===== src/rtl/pong_pkg.sv =====
// Shared Pong constants: UART framing, key codes and the TX state encoding.
package pong_pkg;

  localparam logic        UART_START     = 1'b0;
  localparam logic        UART_STOP      = 1'b1;
  localparam int unsigned UART_DATA_BITS = 8;

  localparam logic [7:0] KEY_UP  = 8'h26;
  localparam logic [7:0] KEY_DWN = 8'h28;

  typedef enum logic [1:0] {
    IDLE  = 2'd0,
    START = 2'd1,
    DATA  = 2'd2,
    STOP  = 2'd3
  } tx_state_e;

endpackage


===== src/rtl/uart_transmitter.sv =====
// 8N1 UART transmitter: one byte per i_start, LSB first, registered line output.
module uart_transmitter
  import pong_pkg::*;
#(
  parameter int unsigned CLKS_PER_BIT = 434
) (
  input  logic       in_clk,
  input  logic       i_rst,
  input  logic       i_start,
  input  logic [7:0] i_byte,
  output logic       o_active,
  output logic       o_done,
  output logic       o_serial
);

  localparam int unsigned CNT_W = $clog2(CLKS_PER_BIT);
  localparam logic [CNT_W-1:0] CNT_ZERO = CNT_W'(0);
  localparam logic [CNT_W-1:0] CNT_ONE  = CNT_W'(1);
  localparam logic [CNT_W-1:0] CNT_LAST = CNT_W'(CLKS_PER_BIT - 1);
  // done is registered, so it is armed one cycle before the final stop-bit cycle
  localparam logic [CNT_W-1:0] CNT_PRE  = CNT_W'(CLKS_PER_BIT - 2);
  localparam logic [2:0]       IDX_LAST = 3'(UART_DATA_BITS - 1);

  tx_state_e        state_q;
  logic [CNT_W-1:0] cnt_q;
  logic [2:0]       idx_q;
  logic [7:0]       shift_q;
  logic             serial_q;
  logic             done_q;

  // Frame sequencer with registered line and done outputs
  always_ff @(posedge in_clk or posedge i_rst) begin
    if (i_rst) begin
      state_q  <= IDLE;
      cnt_q    <= CNT_ZERO;
      idx_q    <= 3'd0;
      shift_q  <= 8'h00;
      serial_q <= UART_STOP;
      done_q   <= 1'b0;
    end else begin
      done_q <= 1'b0;
      case (state_q)
        IDLE: begin
          cnt_q    <= CNT_ZERO;
          idx_q    <= 3'd0;
          serial_q <= UART_STOP;
          if (i_start) begin
            shift_q  <= i_byte;
            serial_q <= UART_START;
            state_q  <= START;
          end
        end
        START: begin
          if (cnt_q == CNT_LAST) begin
            cnt_q    <= CNT_ZERO;
            idx_q    <= 3'd0;
            serial_q <= shift_q[0];
            state_q  <= DATA;
          end else begin
            cnt_q <= cnt_q + CNT_ONE;
          end
        end
        DATA: begin
          if (cnt_q == CNT_LAST) begin
            cnt_q <= CNT_ZERO;
            if (idx_q == IDX_LAST) begin
              serial_q <= UART_STOP;
              state_q  <= STOP;
            end else begin
              idx_q    <= idx_q + 3'd1;
              serial_q <= shift_q[idx_q + 3'd1];
            end
          end else begin
            cnt_q <= cnt_q + CNT_ONE;
          end
        end
        STOP: begin
          serial_q <= UART_STOP;
          if (cnt_q == CNT_LAST) begin
            cnt_q   <= CNT_ZERO;
            state_q <= IDLE;
          end else begin
            cnt_q  <= cnt_q + CNT_ONE;
            done_q <= (cnt_q == CNT_PRE);
          end
        end
        default: begin
          cnt_q    <= CNT_ZERO;
          serial_q <= UART_STOP;
          state_q  <= IDLE;
        end
      endcase
    end
  end

  assign o_active = (state_q != IDLE);
  assign o_done   = done_q;
  assign o_serial = serial_q;

endmodule


===== src/rtl/pong_event_tx.sv =====
// Pong event transmit path: byte FIFO feeding an 8N1 UART transmitter.
module pong_event_tx
  import pong_pkg::*;
#(
  parameter int unsigned CLKS_PER_BIT = 434,
  parameter int unsigned FIFO_DEPTH   = 4
) (
  input  logic       in_clk,
  input  logic       i_rst,
  input  logic       i_wr_en,
  input  logic [7:0] i_wr_byte,
  output logic       o_full,
  output logic       o_busy,
  output logic       o_tx_done,
  output logic       o_serial
);

  localparam int unsigned PTR_W = $clog2(FIFO_DEPTH);
  localparam int unsigned CNT_W = PTR_W + 1;
  localparam logic [CNT_W-1:0] DEPTH_C = CNT_W'(FIFO_DEPTH);

  logic [7:0]       mem_q [FIFO_DEPTH];
  logic [PTR_W-1:0] wr_ptr_q, wr_ptr_d;
  logic [PTR_W-1:0] rd_ptr_q, rd_ptr_d;
  logic [CNT_W-1:0] count_q, count_d;

  logic full_s, empty_s, push_s, pop_s, tx_active_s;

  // Full is taken from the registered count, so a push in a popping cycle is still dropped
  assign full_s  = (count_q == DEPTH_C);
  assign empty_s = (count_q == CNT_W'(0));
  assign push_s  = i_wr_en && !full_s;
  assign pop_s   = !empty_s && !tx_active_s;

  // FIFO pointer and occupancy next-state
  always_comb begin
    wr_ptr_d = wr_ptr_q;
    rd_ptr_d = rd_ptr_q;
    count_d  = count_q;
    if (push_s) begin
      wr_ptr_d = wr_ptr_q + PTR_W'(1);
    end else begin
      wr_ptr_d = wr_ptr_q;
    end
    if (pop_s) begin
      rd_ptr_d = rd_ptr_q + PTR_W'(1);
    end else begin
      rd_ptr_d = rd_ptr_q;
    end
    case ({push_s, pop_s})
      2'b10:   count_d = count_q + CNT_W'(1);
      2'b01:   count_d = count_q - CNT_W'(1);
      default: count_d = count_q;
    endcase
  end

  // FIFO storage and pointer registers
  always_ff @(posedge in_clk or posedge i_rst) begin
    if (i_rst) begin
      wr_ptr_q <= PTR_W'(0);
      rd_ptr_q <= PTR_W'(0);
      count_q  <= CNT_W'(0);
      for (int i = 0; i < FIFO_DEPTH; i++) begin
        mem_q[i] <= 8'h00;
      end
    end else begin
      wr_ptr_q <= wr_ptr_d;
      rd_ptr_q <= rd_ptr_d;
      count_q  <= count_d;
      if (push_s) begin
        mem_q[wr_ptr_q] <= i_wr_byte;
      end
    end
  end

  uart_transmitter #(
    .CLKS_PER_BIT(CLKS_PER_BIT)
  ) u_tx (
    .in_clk  (in_clk),
    .i_rst   (i_rst),
    .i_start (pop_s),
    .i_byte  (mem_q[rd_ptr_q]),
    .o_active(tx_active_s),
    .o_done  (o_tx_done),
    .o_serial(o_serial)
  );

  assign o_full = full_s;
  assign o_busy = tx_active_s || !empty_s;

endmodule


===== config.mk =====
export PLATFORM = sky130hd
export DESIGN_NAME = pong_event_tx
export DESIGN_NICKNAME = d
export VERILOG_FILES = /design/src/rtl/pong_pkg.sv /design/src/rtl/uart_transmitter.sv /design/src/rtl/pong_event_tx.sv
export SDC_FILE = /design/constraint.sdc
export NUM_CORES = 1
export LEC_CHECK = 0
export BUFFER_PORTS_ARGS = -buffer_cell sky130_fd_sc_hd__buf_2
export CAP_MARGIN = 20
export CELL_PAD_IN_SITES_DETAIL_PLACEMENT = 1
export CELL_PAD_IN_SITES_GLOBAL_PLACEMENT = 1
export CORE_AREA = 2 2 113 104
export DETAILED_ROUTE_END_ITERATION = 12
export DIE_AREA = 0 0 115 106
export GPL_TIMING_DRIVEN = 0
export HOLD_SLACK_MARGIN = 0.02
export PLACE_DENSITY_LB_ADDON = 0.08
export SYNTH_ARGS = -nofsm -noshare
export SYNTH_HDL_FRONTEND = slang
export SYNTH_SLANG_ARGS = --single-unit

===== constraint.sdc =====
create_clock -name in_clk -period 5.8 [get_ports in_clk]
set_input_delay 1.16 -clock in_clk [delete_from_list [all_inputs] [get_ports in_clk]]
set_output_delay 1.16 -clock in_clk [all_outputs]
set_load 0.02 [all_outputs]

==> reports/qor.txt, run 1 <==
Sw Ratio: 32.5%
Skew final: 0.00499 ns
Post-CTS Resized: 0
# DRC: 0
CP startpoint kind: flop
WP buf/inv: 3
Crit path largest cell delay: 0.53 ns
Pin count of the biggest net entering global routing: 64
Critical path's most frequent cell: buf_2
# setup viols final: 0
Cell Pwr Density: 573 nW/um^2
Total number of vias: 1836
CP max stage cell: nor3_1
CP Class: flop to flop
Initial Util: 27.0%
Unrepaired setup endpoints after global routing: no
Ranking of synthesized cells by area: dfrtp_1 52%, mux2_2 13%, mux4_2 6.8%
Final period utilization: 47.6%
Sequential share of the synthesized area: 52.6%
Post-Syn Nets: 267
FMAX: 362 MHz
DR WL/cell: 15.3 um
Data required time of the worst path: 6.01 ns
Comb pwr share: 36.3%
TritonCTS clock tree: built
Synthesis Warnings: 0
Final Slew Violations: 0
Critical-path cell list: nor3_1 -> nand2b_1 -> buf_2 -> inv_1 -> buf_2 -> ha_1 -> fa_1 -> xnor2_1 -> nor2_1 -> xor2_1
First-pass GRT wire length: 10.5 mm
Mapped Area: 3000 um^2
Top-area cell type share of the netlist area: 51.7%
Final RePlAce weighted congestion: 0.688
Vias in the first global route: 1989
Final Core Density: 31.9%
Outcome: finished, final reports clean
Critical Path End Type: flop
Post-DP HPWL: 4.14 mm
Yosys top cell by area: dfrtp_1
EDFF count, synth: 0
Distinct cells, synth: 35
Endpoints failing hold: 0
Row Count: 37
Pre-antenna DRT Iters: 4
Slew headroom: 45.2%
Antenna viol nets, final: 0
CP Max Fanout: 10
Initial DRC Count: 50
Layout area overhead: 18.0%
Max_cap viols: 0
Fillers: 1225
TritonCTS Buffers: 9
Clock power frac: 26.7%
Core area: 11100 um^2
Worst vdd ir: 0.000164 V
Layout cells sized above 1: 28.6%
NetSw: 0.661 mW
Ys async rst share: 100%
Mapped Avg Cell Area: 12.5 um^2
Mapped Cells: 240
Clock sink total: 63
Ports: 15
Post-CTS Hold Buffers: 0
ANT cells: 0
Top-count cell post-synth: dfrtp_1
Sequential Power Share: 37.0%
Post-CTS Setup Repair Bufs: 0
Crit-path leading delay family: simple AND/OR/NAND/NOR gates
Most frequent cells after synthesis: 62 x dfrtp_1, 36 x nand2_1, 34 x mux2_2
Vias per cell: 4.53
Internal power: 1.37 mW
Total congestion overflow: 0
CP arrival: 2.97 ns
Die Y: 106 um
Initial antenna violation count: 0
Flops & latches, synth: 63
# nets final: 292
Setup_tns: 0 ns
Root Buffer: clkbuf_16
Minimum clock period: 2.76 ns
Die area: 12200 um^2
CTS Buffer Depth: 2
Leak Pwr: 1.59 nW
Clk_lat worst skew: 0.33 ns
Port bufs: 14
HP Class: flop to flop
Clock transition at path regs: 0.05 ns
Die width: 115 um
H-tree levels: 3
Tot GR Track Use: 11.6%
Most used DFF post-synth: dfrtp_1
Slew @ Worst Pin: 0.822 ns
Detailed-route wire length: 6.19 mm
==> per-layer routing <==
metal  GRT usage [%]  share of wire (%)  wire, um  up-vias
met5               0                  0         0        -
met4            4.39                1.8       110        0
met3            4.28                3.3       205       10
met2            18.3                 47      2900       22
met1            14.3                 48      2970      922
li1                -                  -         -      882
==> per-stage QoR <==
stage | hold slack (ns) | std cells | instance area [um^2] | total power [mW] | setup slack, ns
finish | 0.472 | 405 | 3540 | 2.03 | 3.04
global route | 0.499 | 405 | 3540 | 2.20 | 2.84
CTS | 0.481 | 405 | 3540 | 2.08 | 2.97
detailed placement | 0.466 | 390 | 3240 | 1.52 | 2.99
global placement | 0.460 | 390 | 3240 | 1.51 | 1.99
floorplan | 0.440 | 240 | 3000 | 1.32 | 3.07
==> layout make-up <==
type	instances	area [um^2]	area share [%]
buffer	6	27.5	0.777
clock buffer	12	256	7.24
clock inverter	3	42.5	1.20
inverter	14	55.1	1.55
multi-input combinational	157	1340	37.9
sequential	63	1580	44.5
tap	136	170	4.80
timing repair buffer	14	70.1	1.98
==> kinds of logic after synthesis <==
group	Yosys count	share of synthesized area [%]
AO/OA/AOI/OAI	12	3.08
XOR/XNOR	13	3.79
adder cells (fa/ha/maj)	16	6.92
buffers and inverters	20	2.67
flip-flops	63	52.6
multiplexers	47	20.9
AND/OR/NAND/NOR	69	10.1
==> power by group through the flow <==
stage	Combinational [mW]	Clock, mW	Sequential (mW)
6_report	0.737	0.543	0.752
5_1_grt	0.839	0.577	0.782
4_1_cts	0.762	0.565	0.754
3_5_place_dp	0.754	0	0.762
3_3_place_gp	0.749	0	0.758
2_1_floorplan	0.594	0	0.728
==> worst reg2reg max path, stage by stage (launching register included) <==
cell and delay (ns):
dfrtp_1 0.44, nor3_1 0.53, nand2b_1 0.18, buf_2 0.20, inv_1 0.11, buf_2 0.21
ha_1 0.24, fa_1 0.38, xnor2_1 0.17, nor2_1 0.07, xor2_1 0.14
==> layout by cell type (no fill, tap or decap), types with 2 or more instances in the layout <==
| cell type | instances |
|---|---|
| dfrtp_1 | 62 |
| nand2_1 | 36 |
| mux2_2 | 34 |
| buf_2 | 18 |
| nor2_1 | 15 |
| ha_1 | 15 |
| inv_1 | 13 |
| mux4_2 | 9 |
| xnor2_1 | 9 |
| clkbuf_16 | 9 |
| xor2_1 | 4 |
| nand3_1 | 4 |
| nor3_1 | 3 |
| mux2i_1 | 3 |
| clkbuf_1 | 3 |
| nor3b_1 | 2 |
| nand4_1 | 2 |
| a22o_1 | 2 |
| nand2b_1 | 2 |
| a21oi_1 | 2 |
| clkbuf_8 | 2 |
==> path summary, 6_finish.rpt <==
path	endpoint	depth (start not counted)	from	slack, ns
min in group asynchronous	wr_ptr_q[0]	2	i_rst	0.99
max in group asynchronous	u_tx.state_q[0]	2	i_rst	4.26
setup / recovery	count_q[2]	10	count_q[0]	3.04
hold reg to reg	u_tx.shift_q[3]	2	u_tx.shift_q[3]	0.47
hold / removal	u_tx.shift_q[3]	2	u_tx.shift_q[3]	0.47
setup reg to reg	count_q[2]	10	count_q[0]	3.04
==> flip-flops by register name, indices dropped and copies added, names as in the netlist <==
register	cells
count_q	3
mem_q	32
rd_ptr_q	2
u_tx.cnt_q	9
u_tx.idx_q	3
u_tx.o_done	1
u_tx.o_serial	1
u_tx.shift_q	8
u_tx.state_q	2
wr_ptr_q	2
Power figures use the tool's default switching activity.
==> inputs of run 2 (changes only) <==
--- a/config.mk
+++ b/config.mk
@@ -5,13 +5,14 @@
 export SDC_FILE = /design/constraint.sdc
 export NUM_CORES = 1
 export LEC_CHECK = 0
+export ABC_AREA = 1
 export BUFFER_PORTS_ARGS = -buffer_cell sky130_fd_sc_hd__buf_2
 export CAP_MARGIN = 20
 export CELL_PAD_IN_SITES_DETAIL_PLACEMENT = 1
 export CELL_PAD_IN_SITES_GLOBAL_PLACEMENT = 1
-export CORE_AREA = 2 2 113 104
+export CORE_AREA = 2 2 117 107
 export DETAILED_ROUTE_END_ITERATION = 12
-export DIE_AREA = 0 0 115 106
+export DIE_AREA = 0 0 119 109
 export GPL_TIMING_DRIVEN = 0
 export HOLD_SLACK_MARGIN = 0.02
 export PLACE_DENSITY_LB_ADDON = 0.08
==> constraint.sdc (replaced) <==
create_clock -name in_clk -period 2.7 [get_ports in_clk]
set_input_delay 0.54 -clock in_clk [delete_from_list [all_inputs] [get_ports in_clk]]
set_output_delay 0.54 -clock in_clk [all_outputs]
set_load 0.02 [all_outputs]
==> run 2 against run 1 <==
Effect of this change: final cell count rose by 33%; die area up 6.4%; sequential power is 82% higher; register-to-register slack got worse by 2.7 ns; critical endpoint is now count_q[1].
==> reports/qor.txt, run 2 <==
Data required time of the worst path: 2.91 ns (was 6.01 ns)
ANT cells: 0 (unchanged)
TritonCTS clock tree: built (unchanged)
Vias per cell: 4.38 (was 4.53)
Clock transition at path regs: 0.06 ns (was 0.05 ns)
GRT met2 Usage: 24.1% (was 18.3%)
Top-count cell post-synth: dfrtp_1 (unchanged)
DR WL/cell: 14.8 um (was 15.3 um)
Largest regs: mem_q (32), u_tx.cnt_q (9), u_tx.shift_q (8) (unchanged)
Total number of vias: 2366 (was 1836)
Ports: 15 (unchanged)
Crit-path leading delay family: adder cells (was simple AND/OR/NAND/NOR gates)
Post-CTS Hold Buffers: 0 (unchanged)
Final RePlAce weighted congestion: 0.695 (was 0.688)
Post-DP HPWL: 5.53 mm (was 4.14 mm)
Reg2Reg Depth: 9 (was 10)
Global route hottest layer: met2 (unchanged)
Ys async rst share: 100% (unchanged)
Post-synthesis compound-gate area fraction: 12.5% (was 3.08%)
Crit path largest cell delay: 0.42 ns (was 0.53 ns)
Pin count of the biggest net entering global routing: 64 (unchanged)
H-tree levels: 3 (unchanged)
Most used DFF post-synth: dfrtp_1 (unchanged)
Total congestion overflow: 0 (unchanged)
Row Count: 38 (was 37)
Outcome: finished, final reports clean (unchanged)
Slew @ Worst Pin: 0.803 ns (was 0.822 ns)
FF-to-FF End: count_q[1] (was count_q[2])
CTS Buffer Depth: 2 (unchanged)
Skew final: 0.00497 ns (was 0.00499 ns)
Flops & latches, synth: 63 (unchanged)
Multiplexer area fraction after synthesis: 0% (was 20.9%)
Mapped Avg Cell Area: 9.19 um^2 (was 12.5 um^2)
Post-synthesis xor/xnor area fraction: 1.91% (was 3.79%)
Mapped Cells: 350 (was 240)
Dpl cell area: 3490 um^2 (was 3240 um^2)
Worst R2R Start: u_tx.state_q[0] (was count_q[0])
Worst vdd ir: 0.000405 V (was 0.000164 V)
Commonest non-fill, non-tap cell in the layout: dfrtp_1 (unchanged)
FMAX: 420 MHz (was 362 MHz)
TritonCTS Buffers: 9 (unchanged)
Antenna viol nets, final: 0 (unchanged)
Root Buffer: clkbuf_16 (unchanged)
EDFF count, synth: 0 (unchanged)
Met1 usage: 17.2% (was 14.3%)
Grt met3 use: 3.50% (was 4.28%)
Port bufs: 14 (unchanged)
CP arrival: 2.59 ns (was 2.97 ns)
Minimum clock period: 2.38 ns (was 2.76 ns)
Max_cap viols: 0 (unchanged)
Die width: 119 um (was 115 um)
HP Class: input pin to async pin (was flop to flop)
Endpoints failing hold: 0 (unchanged)
Top-area cell type share of the netlist area: 48.2% (was 51.7%)
Largest reg by FF count: mem_q (unchanged)
Core area: 11800 um^2 (was 11100 um^2)
Synthesis Warnings: 0 (unchanged)
Area share of fa/ha/maj cells after synthesis: 6.45% (was 6.92%)
Die Y: 109 um (was 106 um)
Final Slew Violations: 0 (unchanged)
Cell Pwr Density: 884 nW/um^2 (was 573 nW/um^2)
Initial antenna violation count: 0 (unchanged)
Slew headroom: 46.5% (was 45.2%)
Final hold slack: 0.380 ns (was 0.472 ns)
Design Area, Final: 3810 um^2 (was 3540 um^2)
Number of flip-flops in the largest register: 32 (unchanged)
Clk_lat worst skew: 0.33 ns (about the same)
Simple-gate portion of the synthesized area: 22.9% (was 10.1%)
# nets final: 402 (was 292)
Die area: 13000 um^2 (was 12200 um^2)
Distinct cells, synth: 35 (unchanged)
Critical-path cell list: inv_1 -> ha_1 -> inv_1 -> a31oi_1 -> buf_2 -> ha_1 -> fa_1 -> nor2_1 -> a21oi_1 (was nor3_1 -> nand2b_1 -> buf_2 -> inv_1 -> buf_2 -> ha_1 -> fa_1 -> xnor2_1 -> nor2_1 -> xor2_1)
WP buf/inv: 3 (unchanged)
Flop2flop setup slack: 0.32 ns (was 3.04 ns)
Most frequent cells in the layout: 62 x dfrtp_1, 53 x nand2_1, 51 x nor2_1, 30 x inv_1, 24 x o21ai_1 (was 62 x dfrtp_1, 36 x nand2_1, 34 x mux2_2, 18 x buf_2)
Clock sink total: 63 (unchanged)
CP startpoint kind: flop (unchanged)
CP Max Fanout: 10 (unchanged)
CP max stage cell: dfrtp_1 (was nor3_1)
Mapped Area: 3220 um^2 (was 3000 um^2)
Unrepaired setup endpoints after global routing: no (unchanged)
# DRC: 0 (unchanged)
Sequential share of the synthesized area: 49.0% (was 52.6%)
Leak Pwr: 1.83 nW (was 1.59 nW)
Detailed-route wire length: 8.00 mm (was 6.19 mm)
Post-CTS Resized: 0 (unchanged)
Tot GR Track Use: 14.0% (was 11.6%)
CP Class: flop to flop (unchanged)
Layout area overhead: 18.5% (was 18.0%)
Initial Util: 27.2% (was 27.0%)
First-pass GRT wire length: 13.7 mm (was 10.5 mm)
Vias in the first global route: 2585 (was 1989)
Layout cells sized above 1: 20.3% (was 28.6%)
Critical Path End Type: flop (unchanged)
Post-CTS Setup Repair Bufs: 0 (unchanged)
Pre-antenna DRT Iters: 4 (unchanged)
Largest family of logic cells by synthesized area: simple AND/OR/NAND/NOR gates (was multiplexers)
Most frequent cells after synthesis: 62 x dfrtp_1, 53 x nand2_1, 51 x nor2_1 (was 62 x dfrtp_1, 36 x nand2_1, 34 x mux2_2)
Yosys top cell by area: dfrtp_1 (unchanged)
Ranking of synthesized cells by area: dfrtp_1 48%, nand2_1 6.2%, nor2_1 5.9% (was dfrtp_1 52%, mux2_2 13%, mux4_2 6.8%)
Initial DRC Count: 105 (was 50)
# setup viols final: 0 (unchanged)
Final period utilization: 88.1% (was 47.6%)
Post-Syn Nets: 377 (was 267)
run 2: area by class of cell:
cell class	instances	area, um^2
Fill cell	1377	8020
Sequential cell	63	1580
Multi-Input combinational cell	241	1410
Clock buffer	11	243
Tap cell	160	200
Inverter	36	138
Buffer	10	97.6
Clock inverter	5	81.3
Timing Repair Buffer	14	70.1
run 2: cells by family after synthesis:
family | after synthesis
AOI/OAI and AO/OA | 69
DFF | 63
xor gates and xnor gates | 7
and+or+nand+nor | 149
adders and majority gates | 16
buffers and inverters | 46
run 2: stage by stage:
| step | std cells | utilization, % | power (mW) | setup TNS [ns] | worst slack, ns |
|---|---|---|---|---|---|
| 6_report | 540 | 32.2 | 3.37 | 0 | 0.321 |
| 2_1_floorplan | 350 | - | 1.94 | 0 | 0.592 |
| 4_1_cts | 540 | 32.2 | 3.44 | 0 | 0.306 |
| 3_3_place_gp | 524 | 29.5 | 2.11 | -30.37 | -0.493 |
| 3_5_place_dp | 524 | 29.5 | 2.14 | 0 | 0.325 |
| 5_1_grt | 540 | 32.2 | 3.62 | 0 | 0.114 |
run 2: power breakdown:
group | internal [mW] | total (mW) | switching, mW
registers | 1.20 | 1.37 | 0.166
logic | 0.307 | 0.727 | 0.420
clock network | 0.834 | 1.27 | 0.440
total | 2.34 | 3.37 | 1.03
run 2: layer usage:
metal	up-vias	share of wire, %
met3	8	2.8
met4	0	1.3
met2	21	49
met5	-	0
li1	1192	-
met1	1145	47
run 2: worst max-delay path by stage:
stage | start | endpoint | slack, ns | cells after the start
2_1_floorplan | i_rst | count_q[0] | 0.59 | 1
3_3_place_gp | i_rst | u_tx.idx_q[2] | -0.49 | 2
3_5_place_dp | u_tx.state_q[0] | count_q[1] | 0.33 | 9
4_1_cts | u_tx.state_q[0] | count_q[1] | 0.31 | 9
5_1_grt | u_tx.state_q[0] | count_q[2] | 0.11 | 10
6_report | u_tx.state_q[0] | count_q[1] | 0.32 | 9
run 2: worst register-to-register path, delay by kind of cell, from the launching register on:
family / cells / cell delay (ns)
buffers and inverters: 3 / 0.55
DFF: 1 / 0.42
AOI/OAI and AO/OA: 2 / 0.24
adders and majority gates: 3 / 0.96
and+or+nand+nor: 1 / 0.10
